## src/rtl/async_fifo_wptr_full_if.sv

```systemverilog
// Producer/RAM-side signal bundle for the async FIFO write-pointer block.
// The slave modport is the pointer block; the master modport is the producer side.
interface async_fifo_wptr_full_if #(
    parameter int unsigned ADDR_WIDTH = 4
);
    localparam int unsigned PW = ADDR_WIDTH + 1;

    logic                  wr_en;
    logic                  clr_overflow;
    logic [PW-1:0]         rd_ptr_gray_sync;
    logic                  mem_we;
    logic [ADDR_WIDTH-1:0] mem_waddr;
    logic [PW-1:0]         wr_ptr_gray;
    logic                  full;
    logic                  almost_full;
    logic [PW-1:0]         wr_level;
    logic                  overflow;

    modport slave (
        input  wr_en,
        input  clr_overflow,
        input  rd_ptr_gray_sync,
        output mem_we,
        output mem_waddr,
        output wr_ptr_gray,
        output full,
        output almost_full,
        output wr_level,
        output overflow
    );

    modport master (
        output wr_en,
        output clr_overflow,
        output rd_ptr_gray_sync,
        input  mem_we,
        input  mem_waddr,
        input  wr_ptr_gray,
        input  full,
        input  almost_full,
        input  wr_level,
        input  overflow
    );
endinterface

```

## src/rtl/async_fifo_wptr_full.sv

```systemverilog
// Write-domain pointer and full/level/overflow generator for the async FIFO.
// Compares the local pointer with the synchronized Gray read pointer using modular arithmetic.
module async_fifo_wptr_full #(
    parameter int unsigned ADDR_WIDTH     = 4,
    parameter int unsigned ALMOST_FULL_TH = 2
) (
    input  logic                         clk,
    input  logic                         rst,
    async_fifo_wptr_full_if.slave        bus
);
    localparam int unsigned PW    = ADDR_WIDTH + 1;
    localparam int unsigned DEPTH = 2 ** ADDR_WIDTH;
    localparam logic [PW-1:0] AfullLevel = PW'(DEPTH - ALMOST_FULL_TH);

    logic [PW-1:0] wbin_q, wbin_d;
    logic [PW-1:0] wgray_q, wgray_d;
    logic [PW-1:0] level_q, level_d;
    logic          full_q, full_d;
    logic          afull_q, afull_d;
    logic          ovf_q, ovf_d;
    logic [PW-1:0] rbin_sync;
    logic          push;

    always_comb begin
        // Gate with reset so a write held during reset never strobes the RAM.
        push    = bus.wr_en & ~full_q & rst;
        wbin_d  = wbin_q + {{(PW-1){1'b0}}, push};
        wgray_d = (wbin_d >> 1) ^ wbin_d;

        rbin_sync = '0;
        for (int i = 0; i < int'(PW); i++) begin
            rbin_sync[i] = ^(bus.rd_ptr_gray_sync >> i);
        end

        full_d  = (wgray_d == {~bus.rd_ptr_gray_sync[PW-1:PW-2],
                                bus.rd_ptr_gray_sync[PW-3:0]});
        level_d = wbin_d - rbin_sync;
        afull_d = (level_d >= AfullLevel);

        // Set has priority over clear.
        ovf_d = ovf_q;
        if (bus.clr_overflow) ovf_d = 1'b0;
        if (bus.wr_en && full_q) ovf_d = 1'b1;
    end

    always_ff @(posedge clk or negedge rst) begin
        if (!rst) begin
            wbin_q  <= '0;
            wgray_q <= '0;
            level_q <= '0;
            full_q  <= 1'b0;
            afull_q <= 1'b0;
            ovf_q   <= 1'b0;
        end else begin
            wbin_q  <= wbin_d;
            wgray_q <= wgray_d;
            level_q <= level_d;
            full_q  <= full_d;
            afull_q <= afull_d;
            ovf_q   <= ovf_d;
        end
    end

    assign bus.mem_we      = push;
    assign bus.mem_waddr   = wbin_q[ADDR_WIDTH-1:0];
    assign bus.wr_ptr_gray = wgray_q;
    assign bus.full        = full_q;
    assign bus.almost_full = afull_q;
    assign bus.wr_level    = level_q;
    assign bus.overflow    = ovf_q;
endmodule

```

## src/flat_wrapper.sv

```systemverilog
// flat-port wrapper written by rule: the top's interface ports become plain ports
module async_fifo_wptr_full_flat 
#(
    parameter int unsigned ADDR_WIDTH     = 4,
    parameter int unsigned ALMOST_FULL_TH = 2
)
  (clk, rst, bus_wr_en, bus_clr_overflow, bus_rd_ptr_gray_sync, bus_mem_we, bus_mem_waddr, bus_wr_ptr_gray, bus_full, bus_almost_full, bus_wr_level, bus_overflow);
  async_fifo_wptr_full_if #(.ADDR_WIDTH(ADDR_WIDTH)) bus_i ();
  input  logic clk;
  input  logic rst;
  input wire logic [$bits(bus_i.wr_en)-1:0] bus_wr_en;
  input wire logic [$bits(bus_i.clr_overflow)-1:0] bus_clr_overflow;
  input wire logic [$bits(bus_i.rd_ptr_gray_sync)-1:0] bus_rd_ptr_gray_sync;
  output wire logic [$bits(bus_i.mem_we)-1:0] bus_mem_we;
  output wire logic [$bits(bus_i.mem_waddr)-1:0] bus_mem_waddr;
  output wire logic [$bits(bus_i.wr_ptr_gray)-1:0] bus_wr_ptr_gray;
  output wire logic [$bits(bus_i.full)-1:0] bus_full;
  output wire logic [$bits(bus_i.almost_full)-1:0] bus_almost_full;
  output wire logic [$bits(bus_i.wr_level)-1:0] bus_wr_level;
  output wire logic [$bits(bus_i.overflow)-1:0] bus_overflow;
  assign bus_i.wr_en = bus_wr_en;
  assign bus_i.clr_overflow = bus_clr_overflow;
  assign bus_i.rd_ptr_gray_sync = bus_rd_ptr_gray_sync;
  assign bus_mem_we = bus_i.mem_we;
  assign bus_mem_waddr = bus_i.mem_waddr;
  assign bus_wr_ptr_gray = bus_i.wr_ptr_gray;
  assign bus_full = bus_i.full;
  assign bus_almost_full = bus_i.almost_full;
  assign bus_wr_level = bus_i.wr_level;
  assign bus_overflow = bus_i.overflow;
  async_fifo_wptr_full #(.ADDR_WIDTH(ADDR_WIDTH), .ALMOST_FULL_TH(ALMOST_FULL_TH)) u_core (.clk(clk), .rst(rst), .bus(bus_i));
endmodule
```

## config.mk

```make
export PLATFORM = sky130hd
export DESIGN_NAME = async_fifo_wptr_full_flat
export DESIGN_NICKNAME = d
export VERILOG_FILES = /design/src/rtl/async_fifo_wptr_full_if.sv /design/src/rtl/async_fifo_wptr_full.sv /design/src/flat_wrapper.sv
export SDC_FILE = /design/constraint.sdc
export NUM_CORES = 1
export LEC_CHECK = 0
export ABC_AREA = 1
export CAP_MARGIN = 10
export CORE_MARGIN = 2
export CORE_UTILIZATION = 50
export DETAILED_ROUTE_END_ITERATION = 8
export GPL_TIMING_DRIVEN = 0
export PLACE_DENSITY = 0.89
export SYNTH_ARGS = -nofsm -noshare
export SYNTH_HDL_FRONTEND = slang
export SYNTH_SLANG_ARGS = --single-unit
```

## constraint.sdc

```tcl
create_clock -name clk -period 4.47 [get_ports clk]
set_input_delay 1.341 -clock clk [delete_from_list [all_inputs] [get_ports clk]]
set_output_delay 1.341 -clock clk [all_outputs]
set_load 0.01 [all_outputs]
```

==> impl_metrics.csv, run 1 <==
group,metric,value,unit
sta,min_period,4.18,ns
synth,synth_top_area_cell,"dfrtp_1",
sta,rsz0062_at_grt,"no",
placed_design,gp_congestion,0.786,
synth,synthTopCellsByArea,"dfrtp_1 43%, nand2_1 16%, inv_1 6.8%, ha_1 6.3%, nand3_1 5.5%",
floorplan,io_pins,27,
setup_path,cp-start-kind,"primary input",
placed_design,place_ws,-0.0912,ns
power,power.density_cell_area,716,nW/um^2
global_route,grt_usage,0.189,
setup_path,cp.required,3.13,ns
worst_hold_path,hp-class,"reg -> reg",
layout,area_delta_synth_final,32.3,%
synth,synth_edf_count,0,
synth,syn_nets,140,
worst_hold_path,holdPathStages,2,
detailed_routing,drtPass1Iterations,4,
floorplan,die_x,48.6,um
cts,clock-sinks,17,
power,p_leak,0.000676,uW
synth,syn_inst,125,
global_route,antenna_found_initial,0,
sta,slew_violations,0,
cts,htreeDepth,1,
global_route,grt_max_degree,19,
setup_path,cp.arrival,2.84,ns
power,peakVddDrop,0.378,mV
sta,relSlewSlack,0.509,
setup_path,reg2reg_slack,2.07,ns
synth,avgSynthCellArea,7.97,sq um
cts,path_clk_slew,0.10,ns
synth,yosysMostFrequentCell,"nand2_1",
layout,drive_gt1_frac,0.103,
run_status,status,"completed",
floorplan,dieArea,2360,sq um
setup_path,path_class,"in -> out",
sta,tns,0,ns
setup_path,crit_path_end,"bus_mem_we",
sta,tightest_slew,0.737,ns
layout,num_antenna_cells,0,
run,maxCapViolCount,0,
detailed_routing,num_vias,919,
sta,finalSetupViolCount,0,
setup_path,cp-end-kind,"output pin",
detailed_routing,dr.first_iter.drc_count,18,
global_route,grt_pass1_vias,866,
synth,synth-seq-area-share,0.427,
synth,syn_area,996,sq um
sta,post-route-period-util,0.935,
cts,cts_buffers,3,
cts,postCtsHoldBufs,0,
sta,worst_slack,0.290,ns
detailed_routing,finalWirelength,2070,um
floorplan,die_h,48.6,um
sta,clock_skew,0.00237,ns
placed_design,io_buffers,26,
setup_path,worstReg2RegEnd,"u_core.bus.wr_level[3]",
detailed_routing,wl_per_cell,11.4,um
detailed_routing,drc_errors,0,
floorplan,start_util,0.518,
layout,num-nets-final,171,
synth,ys.warnings.count,0,
cts,cts_buffer_depth,2,
setup_path,cp_max_fo,18,
setup_path,rr_startpoint,"u_core.bus.full",
synth,async_flop_share,1.00,
global_route,grt_pass1_wl,3460,um
setup_path,r2r_cells,12,
synth,synth.lib_cells_used.distinct,20,
detailed_routing,via_per_inst,5.05,
layout,fillerInstances,156,
cts,tritoncts,"yes",
synth,ys_top_cells_by_count,"42 x nand2_1, 18 x inv_1, 17 x dfrtp_1",
synth,yosysTopAreaCellShare,0.427,
setup_path,crit_start,"rst",
detailed_routing,ant_nets,0,
placed_design,hpwl,1670,um
cts,clk_latency,0.29,ns
synth,ys.flop_type,"dfrtp_1",
cts,clockRootBuffer,"clkbuf_4",
sta,fmax,0.239,GHz
floorplan,coreArea,1920,sq um
global_route,overflow,0,
synth,ys_ff_latch,17,
sta,hold_viol_final,0,
floorplan,num_rows,16,
-- critical path: stages --
cell	delay, ns
clkdlybuf4s15_1	0.65
nand2_1	0.10
nor2_1	0.18
clkdlybuf4s50_1	0.56
-- sequential cells by signal (all words and copies together) (netlist names) --
name,flops
u_core.bus.wr_level,5
u_core.wbin_q,5
u_core.bus.overflow,1
u_core.bus.full,1
u_core.bus.wr_ptr_gray,4
u_core.bus.almost_full,1
-- cell type report --
cell class | instances | area (sq um) | share of cell area
Buffer | 1 | 11.3 | 0.00855
Clock buffer | 3 | 22.5 | 0.0171
Clock inverter | 1 | 5.00 | 0.00380
Inverter | 21 | 78.8 | 0.0598
Multi-Input combinational cell | 86 | 480 | 0.365
Sequential cell | 17 | 425 | 0.323
Tap cell | 27 | 33.8 | 0.0256
Timing Repair Buffer | 26 | 260 | 0.198
-- layout by cell type, fill, tap and decap left out, drive strengths merged --
| cell | instances |
|---|---|
| nand2 | 47 |
| clkdlybuf4s50 | 25 |
| inv | 21 |
| dfrtp | 17 |
| nand3 | 11 |
| nor2 | 6 |
| ha | 5 |
| nand4 | 3 |
| nand3b | 3 |
| clkbuf | 3 |
| xnor2 | 3 |
| xor2 | 2 |
| o21ai | 2 |
| buf | 1 |
| a31oi | 1 |
| and2 | 1 |
| nor3 | 1 |
| fa | 1 |
| clkinv | 1 |
| clkdlybuf4s15 | 1 |
-- worst min path at each step --
stage          slack (ns)             from             endpoint
2_1_floorplan        0.53  u_core.bus.full  u_core.bus.overflow
3_3_place_gp         0.50  u_core.bus.full  u_core.bus.overflow
3_5_place_dp         0.51  u_core.bus.full  u_core.bus.overflow
4_1_cts              0.53  u_core.bus.full  u_core.bus.overflow
5_1_grt              0.57  u_core.bus.full  u_core.bus.overflow
6_report             0.53  u_core.bus.full  u_core.bus.overflow
-- per-stage QoR --
| stage | instance area [sq um] | std cells | util | power (uW) | hold slack (ns) |
|---|---|---|---|---|---|
| 6_report | 1320 | 182 | 0.686 | 944 | 0.527 |
| 5_1_grt | 1320 | 182 | 0.686 | 1020 | 0.574 |
| 4_1_cts | 1320 | 182 | 0.685 | 946 | 0.533 |
| 3_5_place_dp | 1290 | 178 | 0.671 | 864 | 0.509 |
| 3_3_place_gp | 1290 | 178 | 0.671 | 830 | 0.497 |
| 2_1_floorplan | 996 | 125 | - | 628 | 0.526 |
-- per-layer routing --
layer,part of all wire,routed length [um],global-route usage,up-vias
met5,0,0,0,-
met4,0.026,54,0.0952,0
met3,0.042,87,0.0309,7
met2,0.54,1120,0.368,34
met1,0.39,815,0.190,429
li1,-,-,-,449
-- cell families (layout without fill, tap and decap cells) --
group,count (synthesis),after routing,synth area share
buffers and inverters,22,52,0.0904
flip-flops,17,17,0.427
adder cells (fa/ha/maj),6,6,0.0829
AO/OA/AOI/OAI,3,3,0.0201
XOR/XNOR,5,5,0.0590
AND/OR/NAND/NOR,72,72,0.320
-- report_power, final --
| group | internal [uW] | switching [uW] |
|---|---|---|
| Combinational | 273 | 327 |
| Clock | 33.3 | 48.5 |
| Sequential | 229 | 33.1 |
| Total | 535 | 409 |
-- repair_timing --
item | CTS | global route
buffers inserted | 0 | 0
gates resized for setup | 1 | 1
endpoints found under the setup margin | 1 | 1
(Power assumes the default switching activity.)
==> run 2: changes to the inputs <==
- CELL_PAD_IN_SITES_DETAIL_PLACEMENT: not set -> 0
- CELL_PAD_IN_SITES_GLOBAL_PLACEMENT: not set -> 1
- CORE_UTILIZATION: 50 -> 36
- HOLD_SLACK_MARGIN: not set -> 0.06
==> impl_metrics.csv, run 2 (synthesis gave the netlist of run 1 again) <==
group,metric,value,unit
setup_path,reg2reg_slack,2.11,ns
cts,htreeDepth,1,
detailed_routing,drtPass1Iterations,4,
worst_hold_path,holdPathStages,2,
layout,drive_gt1_frac,0.0968,
setup_path,cp_max_fo,18,
power,p_leak,0.000674,uW
sta,worst_slack,0.272,ns
global_route,antenna_found_initial,0,
run_status,status,"completed",
floorplan,num_rows,19,
setup_path,cp.arrival,2.86,ns
sta,fmax,0.238,GHz
floorplan,dieArea,3200,sq um
cts,clockRootBuffer,"clkbuf_4",
detailed_routing,num_vias,878,
setup_path,rr_startpoint,"u_core.bus.full",
sta,min_period,4.20,ns
global_route,grt_max_degree,19,
setup_path,cp.required,3.13,ns
sta,rsz0062_at_grt,"no",
placed_design,io_buffers,26,
sta,hold_viol_final,0,
layout,area_delta_synth_final,32.7,%
sta,relSlewSlack,0.469,
global_route,grt_pass1_vias,881,
worst_hold_path,hp-start,"u_core.bus.full",
cts,cts_buffers,3,
placed_design,gp_congestion,0.800,
detailed_routing,dr.first_iter.drc_count,26,
worst_hold_path,hp-class,"reg -> reg",
floorplan,coreArea,2690,sq um
placed_design,place_ws,-0.109,ns
power,power,938,uW
setup_path,worstReg2RegEnd,"u_core.bus.almost_full",
detailed_routing,finalWirelength,2110,um
sta,finalSetupViolCount,0,
global_route,grt_usage,0.151,
detailed_routing,drc_errors,0,
power,peakVddDrop,0.365,mV
setup_path,r2r_cells,14,
floorplan,start_util,0.371,
sta,slew_violations,0,
run,maxCapViolCount,0,
floorplan,io_pins,27,
cts,clock-sinks,17,
cts,tritoncts,"yes",
sta,tightest_slew,0.797,ns
layout,layout_common_cells,"42 x nand2_1, 25 x clkdlybuf4s50_1, 18 x inv_1, 17 x dfrtp_1, 11 x nand3_1",
worst_hold_path,whs_endpoint,"u_core.bus.overflow",
layout,num-nets-final,171,
cts,clk_latency,0.29,ns
global_route,overflow,0,
detailed_routing,ant_nets,0,
cts,cts_buffer_depth,2,
setup_path,path_class,"in -> out",
sta,clock_skew,0.00210,ns
layout,num_antenna_cells,0,
global_route,grt_pass1_wl,3800,um
layout,mostFrequentLayoutCell,"nand2_1",
sta,post-route-period-util,0.939,
setup_path,cp-start-kind,"primary input",
detailed_routing,wl_per_cell,11.3,um
cts,postCtsHoldBufs,0,
placed_design,hpwl,1680,um
cts,postCtsSetupBuffers,0,
cts,path_clk_slew,0.10,ns
floorplan,die_x,56.6,um
detailed_routing,via_per_inst,4.72,
layout,fillerInstances,272,
power,power.density_cell_area,710,nW/um^2
setup_path,cp-end-kind,"output pin",
layout,fin_util,0.492,
floorplan,die_h,56.6,um
run 2: power by group:
group / switching, uW / total [uW] / internal [uW] / leakage, uW
sequential: 35.6 / 264 / 229 / 0.000203
clock: 48.9 / 83.5 / 34.6 / 0.0000150
combinational: 317 / 590 / 273 / 0.000455
run 2: layout make-up:
cell class              instances  area [sq um]  area share
multi-input cells              86           480       0.364
flip-flops and latches         17           425       0.322
plain buffers                   1          11.3     0.00852
inverters                      21          78.8      0.0597
repair buffers                 26           260       0.197
well taps                      31          38.8      0.0294
clock buffers                   4          26.3      0.0199
run 2: per-stage QoR:
| stage | setup TNS (ns) | instances | area (sq um) | hold WS, ns |
|---|---|---|---|---|
| 2_1_floorplan | 0 | 125 | 996 | 0.526 |
| 4_1_cts | 0 | 186 | 1320 | 0.530 |
| 6_report | 0 | 186 | 1320 | 0.522 |
| 5_1_grt | 0 | 186 | 1320 | 0.568 |
| 3_3_place_gp | -0.0899 | 182 | 1290 | 0.497 |
| 3_5_place_dp | -0.160 | 182 | 1290 | 0.505 |
run 2: what timing repair did:
| item | CTS | global route |
|---|---|---|
| setup endpoints to repair | 1 | 1 |
| cloned | 0 | 0 |
| gates resized for setup | 1 | 1 |
| endpoints found under the hold margin | 0 | 0 |
run 2: worst max path at each step:
stage	cells after the start	slack, ns	startpoint	end
2_1_floorplan	13	1.27	bus_wr_en	u_core.bus.wr_level[3]
3_3_place_gp	4	-0.09	rst	bus_mem_we
3_5_place_dp	4	-0.11	rst	bus_mem_we
4_1_cts	4	0.17	rst	bus_mem_we
5_1_grt	4	0.02	rst	bus_mem_we
6_report	4	0.27	rst	bus_mem_we
run 2: layer usage:
metal / part of all wire / vias to the layer above / wire length (um) / GRT usage
li1: - / 448 / - / -
met1: 0.46 / 406 / 968 / 0.201
met2: 0.48 / 20 / 1020 / 0.248
met3: 0.043 / 4 / 90 / 0.0230
met4: 0.014 / 0 / 30 / 0.0510
met5: 0 / - / 0 / 0
run 2: worst max-delay path, stage by stage:
cell and delay [ns]:
clkdlybuf4s15_1 0.69, nand2_1 0.10, nor2_1 0.16, clkdlybuf4s50_1 0.56
==> run 3: changes to the inputs <==
- ABC_AREA: 1 -> not set
- CELL_PAD_IN_SITES_GLOBAL_PLACEMENT: 1 -> 2
- CORE_UTILIZATION: 36 -> 31
==> impl_metrics.csv, run 3 <==
group,metric,value,unit
run_status,status,"completed",
cts,htreeDepth,1,
setup_path,worstReg2RegEnd,"u_core.bus.almost_full",
detailed_routing,wl_per_cell,12.3,um
placed_design,gp_congestion,0.769,
global_route,antenna_found_initial,0,
detailed_routing,drtPass1Iterations,2,
cts,tritoncts,"yes",
layout,fin_util,0.446,
synth,yosysMostFrequentCell,"dfrtp_1",
layout,area_delta_synth_final,35.7,%
floorplan,num_rows,19,
floorplan,die_x,58.1,um
setup_path,path_class,"in -> out",
floorplan,start_util,0.329,
layout,seq_area,425,sq um
power,clkPwrFrac,0.091,
setup_path,crit_path_end,"bus_mem_we",
floorplan,die_h,58.1,um
sta,hold_viol_final,0,
cts,cts_buffers,3,
power,intPower,559,uW
detailed_routing,ant_nets,0,
cts,clk_latency,0.29,ns
layout,fillerInstances,276,
synth,synth.lib_cells_used.distinct,22,
placed_design,place_ws,-0.346,ns
synth,ys_ff_latch,17,
sta,post-route-period-util,0.952,
sta,fmax,0.235,GHz
sta,slew_violations,0,
synth,synthXorXnorAreaFrac,0.243,
synth,yosysTopAreaCellShare,0.469,
synth,syn_nets,92,
global_route,grt_pass1_wl,2900,um
layout,layout_common_cells,"25 x clkdlybuf4s50_1, 17 x dfrtp_1, 11 x xnor2_1, 9 x inv_1, 7 x xor2_1",
global_route,gr-usage-met3,0.0446,
global_route,use_met2,0.188,
sta,finalSetupViolCount,0,
setup_path,crit_start,"rst",
power,p_leak,0.000546,uW
sta,worst_slack,0.215,ns
sta,relSlewSlack,0.494,
setup_path,cp.required,3.13,ns
synth,ys.flop_type,"dfrtp_1",
setup_path,rr_startpoint,"u_core.bus.full",
detailed_routing,drc_errors,0,
cts,cts_buffer_depth,2,
layout,drive_gt1_frac,0.0561,
synth,synth_compound_area_frac,0.0745,
synth,syn_inst,77,
setup_path,cp_max_fo,18,
power,pwr-share-comb,0.602,
cts,clock-sinks,17,
sta,clock_skew,0.00485,ns
global_route,grt_pass1_vias,670,
detailed_routing,finalWirelength,1700,um
synth,synth_top_family_by_area,"XOR/XNOR gates",
global_route,grt_max_degree,19,
floorplan,coreArea,2760,sq um
synth,synth-simple-area-share,0.0855,
global_route,grt-busiest-layer,"met2",
detailed_routing,via_per_inst,4.67,
power,seqPwrFrac,0.307,
sta,tightest_slew,0.759,ns
setup_path,cp-end-kind,"output pin",
synth,synth_edf_count,0,
layout,mostFrequentLayoutCell,"clkdlybuf4s50_1",
sta,rsz0062_at_grt,"no",
global_route,met1_usage,0.141,
synth,ys_top_cells_by_count,"17 x dfrtp_1, 11 x xnor2_1, 9 x inv_1",
synth,avgSynthCellArea,11.8,sq um
power,power.density_cell_area,732,nW/um^2
worst_hold_path,hp-class,"reg -> reg",
floorplan,io_pins,27,
power,switching_share,0.379,
synth,synth-seq-area-share,0.469,
placed_design,io_buffers,26,
synth,ys.warnings.count,0,
layout,num-nets-final,123,
setup_path,reg2reg_slack,1.76,ns
power,switchingPower,342,uW
synth,synth_mux_area_frac,0,
synth,synth_top_area_cell,"dfrtp_1",
cts,clockRootBuffer,"clkbuf_4",
power,peakVddDrop,0.404,mV
cts,path_clk_slew,0.09,ns
layout,multi_input_area,448,sq um
floorplan,dieArea,3380,sq um
setup_path,cp-start-kind,"primary input",
synth,synthTopCellsByArea,"dfrtp_1 47%, xnor2_1 11%, ha_1 6.9%, xor2_1 6.8%, inv_1 3.7%",
setup_path,cp.arrival,2.91,ns
synth,syn_area,907,sq um
synth,async_flop_share,1.00,
placed_design,hpwl,1340,um
run,maxCapViolCount,0,
sta,min_period,4.25,ns
global_route,overflow,0,
synth,yosys.area_share.adder,0.0910,
detailed_routing,num_vias,644,
global_route,grt_usage,0.118,
detailed_routing,dr.first_iter.drc_count,9,
setup_path,r2r_cells,9,
layout,num_antenna_cells,0,
==> run 3: logic make-up after synthesis <==
family,count (synthesis)
XOR/XNOR,21
AO/OA/AOI/OAI,9
AND/OR/NAND/NOR,15
adder cells (fa/ha/maj),6
buffers and inverters,9
flip-flops,17
==> run 3: power groups by stage <==
stage	clock (uW)	combinational [uW]	sequential [uW]
6_report	82.1	542	277
5_1_grt	92.7	609	285
4_1_cts	85.4	554	278
3_5_place_dp	0	552	280
3_3_place_gp	0	543	279
2_1_floorplan	0	300	313
==> run 3: cell type report <==
type	count	area share
multi-input cells	51	0.364
flip-flops and latches	17	0.346
repair buffers	26	0.210
well taps	31	0.0315
inverters	9	0.0274
clock buffers	4	0.0213
==> run 3: critical path, stage by stage <==
cell	delay (ns)
dlygate4sd2_1	0.69
and3b_1	0.32
clkdlybuf4s50_1	0.56
==> run 3: metal layers <==
metal | part of all wire | wire length (um)
met1 | 0.44 | 755
met3 | 0.071 | 121
met5 | 0 | 0
met4 | 0.018 | 30
met2 | 0.47 | 793
==> run 3: worst min-delay path by stage <==
stage / startpoint / to / slack [ns] / depth (start not counted)
finish: u_core.bus.full / u_core.bus.overflow / 0.51 / 2
global route: u_core.bus.full / u_core.bus.overflow / 0.59 / 2
detailed placement: u_core.bus.full / u_core.bus.overflow / 0.50 / 2
floorplan: u_core.bus.full / u_core.bus.overflow / 0.52 / 2
global placement: u_core.bus.full / u_core.bus.overflow / 0.49 / 2
CTS: u_core.bus.full / u_core.bus.overflow / 0.52 / 2
==> run 3: what timing repair did <==
action                                  4_1_cts  5_1_grt
gates resized for setup                       1        0
hold buffers                                  0        0
endpoints found under the setup margin        3        0
buffers inserted                              0        0
==> run 3: stage by stage <==
stage	setup TNS (ns)	std cells	total power, uW	hold WS (ns)	cell area (sq um)
4_1_cts	0	138	918	0.523	1230
2_1_floorplan	0	77	613	0.520	907
3_3_place_gp	-0.682	134	822	0.491	1210
6_report	0	138	901	0.515	1230
3_5_place_dp	-0.852	134	831	0.501	1210
5_1_grt	0	138	987	0.587	1230
